--- src/rtl/text_grid_ram.sv ---
// Row/column character store with automatic clear sweep, CR/LF/BS-aware append
// cursor, row-0 tap outputs and a one-cycle drop indicator for rejected writes.
module text_grid_ram #(
  parameter int unsigned           DATA_WIDTH  = 8,
  parameter int unsigned           ROWS        = 4,
  parameter int unsigned           COLS        = 32,
  parameter int unsigned           TAPS        = 2,
  parameter logic [DATA_WIDTH-1:0] FILL        = '0,
  parameter bit                    FILTER_CTRL = 1'b1
) (
  input  logic                       clk,
  input  logic                       reset,
  input  logic                       clr,
  input  logic                       we,
  input  logic [$clog2(ROWS)-1:0]    w_row,
  input  logic [$clog2(COLS)-1:0]    w_col,
  input  logic [DATA_WIDTH-1:0]      din,
  input  logic                       app_we,
  input  logic [DATA_WIDTH-1:0]      app_din,
  input  logic [$clog2(ROWS)-1:0]    r_row,
  input  logic [$clog2(COLS)-1:0]    r_col,
  output logic [DATA_WIDTH-1:0]      dout,
  output logic [TAPS*DATA_WIDTH-1:0] tdout,
  output logic [$clog2(ROWS)-1:0]    cur_row,
  output logic [$clog2(COLS)-1:0]    cur_col,
  output logic                       busy,
  output logic                       wr_drop
);

  localparam int unsigned RW = $clog2(ROWS);
  localparam int unsigned CW = $clog2(COLS);
  localparam logic [RW-1:0] RowLast = RW'(ROWS - 1);
  localparam logic [CW-1:0] ColLast = CW'(COLS - 1);
  localparam logic [DATA_WIDTH-1:0] ChCr = DATA_WIDTH'(8'h0D);
  localparam logic [DATA_WIDTH-1:0] ChLf = DATA_WIDTH'(8'h0A);
  localparam logic [DATA_WIDTH-1:0] ChBs = DATA_WIDTH'(8'h08);

  localparam logic [0:0] StIdle  = 1'b0;
  localparam logic [0:0] StSweep = 1'b1;

  logic [DATA_WIDTH-1:0] mem [ROWS][COLS];

  logic [0:0]            state_q, state_d;
  logic [RW-1:0]         sr_q, sr_d;
  logic [CW-1:0]         sc_q, sc_d;
  logic [RW-1:0]         cr_q, cr_d;
  logic [CW-1:0]         cc_q, cc_d;
  logic                  drop_q, drop_d;
  logic [DATA_WIDTH-1:0] dout_q, dout_d;
  logic [TAPS*DATA_WIDTH-1:0] tdout_q;

  logic                  mem_we;
  logic [RW-1:0]         mem_row;
  logic [CW-1:0]         mem_col;
  logic [DATA_WIDTH-1:0] mem_din;

  logic w_ok;
  logic [RW-1:0] cr_inc;

  assign w_ok = (32'(w_row) < ROWS) && (32'(w_col) < COLS) &&
                !(FILTER_CTRL && ((din == ChCr) || (din == ChLf)));
  assign cr_inc = (cr_q == RowLast) ? '0 : cr_q + RW'(1);

  always_comb begin
    state_d = state_q;
    sr_d    = sr_q;
    sc_d    = sc_q;
    cr_d    = cr_q;
    cc_d    = cc_q;
    drop_d  = 1'b0;
    mem_we  = 1'b0;
    mem_row = '0;
    mem_col = '0;
    mem_din = '0;
    if (clr) begin
      // Any request coinciding with a clear is discarded.
      state_d = StSweep;
      sr_d    = '0;
      sc_d    = '0;
      cr_d    = '0;
      cc_d    = '0;
      drop_d  = we | app_we;
    end else if (state_q == StSweep) begin
      mem_we  = 1'b1;
      mem_row = sr_q;
      mem_col = sc_q;
      mem_din = FILL;
      drop_d  = we | app_we;
      if (sc_q == ColLast) begin
        sc_d = '0;
        if (sr_q == RowLast) begin
          sr_d    = '0;
          state_d = StIdle;
        end else begin
          sr_d = sr_q + RW'(1);
        end
      end else begin
        sc_d = sc_q + CW'(1);
      end
    end else if (we) begin
      mem_we  = w_ok;
      mem_row = w_row;
      mem_col = w_col;
      mem_din = din;
      drop_d  = !w_ok || app_we;
    end else if (app_we) begin
      if (app_din == ChCr) begin
        cc_d = '0;
      end else if (app_din == ChLf) begin
        cc_d = '0;
        cr_d = cr_inc;
      end else if (app_din == ChBs) begin
        if (cc_q != '0) cc_d = cc_q - CW'(1);
      end else begin
        mem_we  = 1'b1;
        mem_row = cr_q;
        mem_col = cc_q;
        mem_din = app_din;
        if (cc_q == ColLast) begin
          cc_d = '0;
          cr_d = cr_inc;
        end else begin
          cc_d = cc_q + CW'(1);
        end
      end
    end
  end

  always_comb begin
    dout_d = '0;
    if ((32'(r_row) < ROWS) && (32'(r_col) < COLS)) dout_d = mem[r_row][r_col];
  end

  always_ff @(posedge clk) begin
    if (mem_we) mem[mem_row][mem_col] <= mem_din;
  end

  always_ff @(posedge clk or negedge reset) begin
    if (!reset) begin
      state_q <= StSweep;
      sr_q    <= '0;
      sc_q    <= '0;
      cr_q    <= '0;
      cc_q    <= '0;
      drop_q  <= 1'b0;
      dout_q  <= '0;
    end else begin
      state_q <= state_d;
      sr_q    <= sr_d;
      sc_q    <= sc_d;
      cr_q    <= cr_d;
      cc_q    <= cc_d;
      drop_q  <= drop_d;
      dout_q  <= dout_d;
    end
  end

  for (genvar g = 0; g < TAPS; g++) begin : g_tap
    always_ff @(posedge clk or negedge reset) begin
      if (!reset) tdout_q[g*DATA_WIDTH +: DATA_WIDTH] <= '0;
      else        tdout_q[g*DATA_WIDTH +: DATA_WIDTH] <= mem[0][g];
    end
  end

  assign dout    = dout_q;
  assign tdout   = tdout_q;
  assign cur_row = cr_q;
  assign cur_col = cc_q;
  assign busy    = (state_q == StSweep);
  assign wr_drop = drop_q;

endmodule

--- config.mk ---
export PLATFORM = sky130hd
export DESIGN_NAME = text_grid_ram
export DESIGN_NICKNAME = d
export VERILOG_FILES = /design/src/rtl/text_grid_ram.sv
export SDC_FILE = /design/constraint.sdc
export NUM_CORES = 1
export LEC_CHECK = 0
export CORE_MARGIN = 2
export CORE_UTILIZATION = 60
export DETAILED_ROUTE_END_ITERATION = 12
export PLACE_DENSITY = 0.77
export SYNTH_ARGS = -nofsm -noshare
export SYNTH_HDL_FRONTEND = slang
export SYNTH_SLANG_ARGS = --single-unit
--- constraint.sdc ---
create_clock -name clk -period 7.25 [get_ports clk]
set_input_delay 1.45 -clock clk [delete_from_list [all_inputs] [get_ports clk]]
set_output_delay 1.45 -clock clk [all_outputs]
set_load 0.02 [all_outputs]
==> metrics.txt <==
largest net degree at the start of global routing between 100 and 150; prevailing post-synth register cell edfxtp_1; WS Path Type in -> reg; via count 21,100; fin area 47,800 um^2; Post-synth ARST share roughly 3.8%; Gate Count Post-Synth 1,854; Sequential Area about 32,000 um^2; gr usage total 29.4%; Worst-path clk slew 0.06 ns; Max stage delay on crit path 1.17 ns; post-cts resize count 0; Crit Path Max Fanout 19; PortBufs 67; die height between 200 and 300 um; std cell rows 96; most common cell after layout, fill and taps aside edfxtp_1; Skew-Pair Late Insertion Delay roughly 0.66 ns; setup bufs post-CTS 0; final hold vios 0; drt pass-1 iters 5; CTS Buf Count slightly above 100; CTS tree yes; required time worst endpoint 7.51 ns; Tcrit/Tclk final 78.0%; Synth Area per Inst 22.6 um^2; area of the core 68,900 um^2; H-tree level count 3; share of the synthesized area in the top cell type 73.3%; top post-synthesis cells by area edfxtp_1, mux4_2, dfrtp_1; Max clock buf depth 3; first-pass GRT wire length between 150,000 and 200,000 um; ANT nets after route 0; Tot Pwr 12.7 mW; fmax between 0.15 and 0.2 GHz; Leak 16.9 nW; post-synthesis cell type count 54; most frequent cells in the layout edfxtp_1, mux4_2, nor3_1; stages on the worst setup path 6; Hold Path Class reg -> reg; skew final 0.0339 ns; CP Cell Sequence clkdlybuf4s50_1 > nor4_2 > o211ai_2 > a41oi_1 > nand4_1 > nor3_1; placed cells 2,843; WL per Instance between 30 and 40 um; vias per cell 6.94; total power density per cell area 266 nW/um^2; Initial Utilization 60.8%; status completed; RSZ-0062 raised after global routing false; CP endpoint kind register; dominant cell type by area after synthesis edfxtp_1; die width 268 um; HPWL Detailed 58,000 um; cell depth of the worst hold path 0; critical path's slowest cell nor3_1; Critical Path Start app_din[5]; buffer and inverter count on the worst path 1; vias in the first global route 21,300; max-cap violations 0; endpoints failing setup 0; fin cells 3,034; Filler Cell Count approximately 3,900; final wirelength 102,000 um; Post-synth EDFFs between 1,000 and 1,500; Final Wtd Congestion 0.887; mapped cell area 41,900 um^2; initial antenna violation count 6; I/O Pins 68; Rel. slew slack 7.95%; # DRC 0; die area about 72,000 um^2; Max VDD drop 0.000179 V; crit-path leading delay family simple AND/OR/NAND/NOR gates; net count after synthesis 1,897; Area growth, synth to finish 14.1%; Reg2Reg Depth 4; Worst Hold Launch mem[0][253]$_DFFE_PP_; Final min period about 5.7 ns; share of cells above drive strength 1 30.6%; Setup TNS 0 ns; post-synthesis sequential area ratio 75.7%; hold_buf cts 0; Final Max Tran Viols 0; area of the multi-input gates slightly below 10,000 um^2; Arrival @ worst endpoint 5.92 ns; CP startpoint kind primary input; RR Startpoint busy$_DFF_PN1_; Clock Tree Root clkbuf_16; Placed Area 44,300 um^2; nets@finish 2,058; worst-margin pin slew 1.37 ns; Synth Register Bits between 1,000 and 1,500; YS warnings 0; remaining global-route overflow 0; DR iter-0 viols 3,388; clk sinks 1,064
state kept, by name, summed over array words and instances (netlist names):
signal / cells
busy: 1
sr_q: 2
sc_q: 5
cur_row: 2
mem: 1024
dout: 8
cur_col: 5
tdout: 16
wr_drop: 1
power breakdown:
group	switching [mW]	leakage, nW	internal (mW)
combinational	0.279	3.75	0.233
sequential	0.0216	11.5	6.66
clock	2.28	1.68	3.27
total	2.58	16.9	10.2
final timing paths:
kind | slack [ns] | to
max reg2reg | 3.00 | mem[0][139]$_DFFE_PP_
min in group asynchronous | 1.01 | tdout[11]$_DFF_PN0_
min reg2reg | 0.37 | tdout[5]$_DFF_PN0_
min | 0.37 | tdout[5]$_DFF_PN0_
max in group asynchronous | 5.56 | sr_q[0]$_DFFE_PN0P_
max | 1.59 | mem[0][139]$_DFFE_PP_
cell usage after synthesis (5+ instances only):
| cell type | number |
|---|---|
| nand4_1 | 16 |
| a22oi_1 | 7 |
| nor4_1 | 20 |
| dfrtp_1 | 39 |
| buf_1 | 22 |
| inv_1 | 9 |
| buf_4 | 11 |
| a32oi_1 | 6 |
| nor3_1 | 117 |
| nor2_1 | 25 |
| ha_1 | 8 |
| edfxtp_1 | 1024 |
| buf_2 | 20 |
| nand2_1 | 15 |
| clkbuf_1 | 63 |
| a21oi_1 | 13 |
| a31oi_1 | 7 |
| a22o_1 | 5 |
| mux2_2 | 12 |
| nand3_1 | 6 |
| mux2i_1 | 5 |
| nand2b_1 | 5 |
| nor2b_1 | 8 |
| mux4_2 | 336 |
metal layers:
layer / wire (um) / part of all wire, % / global-route usage (%) / vias up
met2: 49900 / 49 / 46.5 / 1543
li1: - / - / - / 8321
met5: 0 / 0 / 0 / -
met3: 11400 / 11 / 6.33 / 216
met1: 37700 / 37 / 42.2 / 11000
met4: 2950 / 2.9 / 8.84 / 0
metrics by stage:
| step | utilization (%) | hold slack (ns) | worst slack, ns |
|---|---|---|---|
| CTS | 69.4 | 0.375 | 1.71 |
| finish | 69.4 | 0.372 | 1.59 |
| global route | 69.4 | 0.396 | 1.35 |
| detailed placement | 64.3 | 0.364 | 1.09 |
| global placement | 64.3 | 0.354 | 1.33 |
| floorplan | - | 0.349 | 1.14 |
kinds of logic after synthesis:
| family | after synthesis | share of synthesized area (%) |
|---|---|---|
| adder cells (fa/ha/maj) | 8 | 0.239 |
| buffers and inverters | 127 | 1.31 |
| AND/OR/NAND/NOR | 227 | 2.84 |
| XOR/XNOR | 1 | 0.0209 |
| flip-flops | 1064 | 75.7 |
| multiplexers | 353 | 18.5 |
| AO/OA/AOI/OAI | 74 | 1.40 |
cell type report:
type / count / area share [%]
antenna: 5 / 0.0262
clock buffer: 132 / 5.85
clock inverter: 54 / 1.50
inverter: 10 / 0.0785
multi-input combinational: 663 / 20.4
sequential: 1064 / 66.4
tap: 931 / 2.43
timing repair buffer: 175 / 3.35
(Power assumes the default switching activity.)
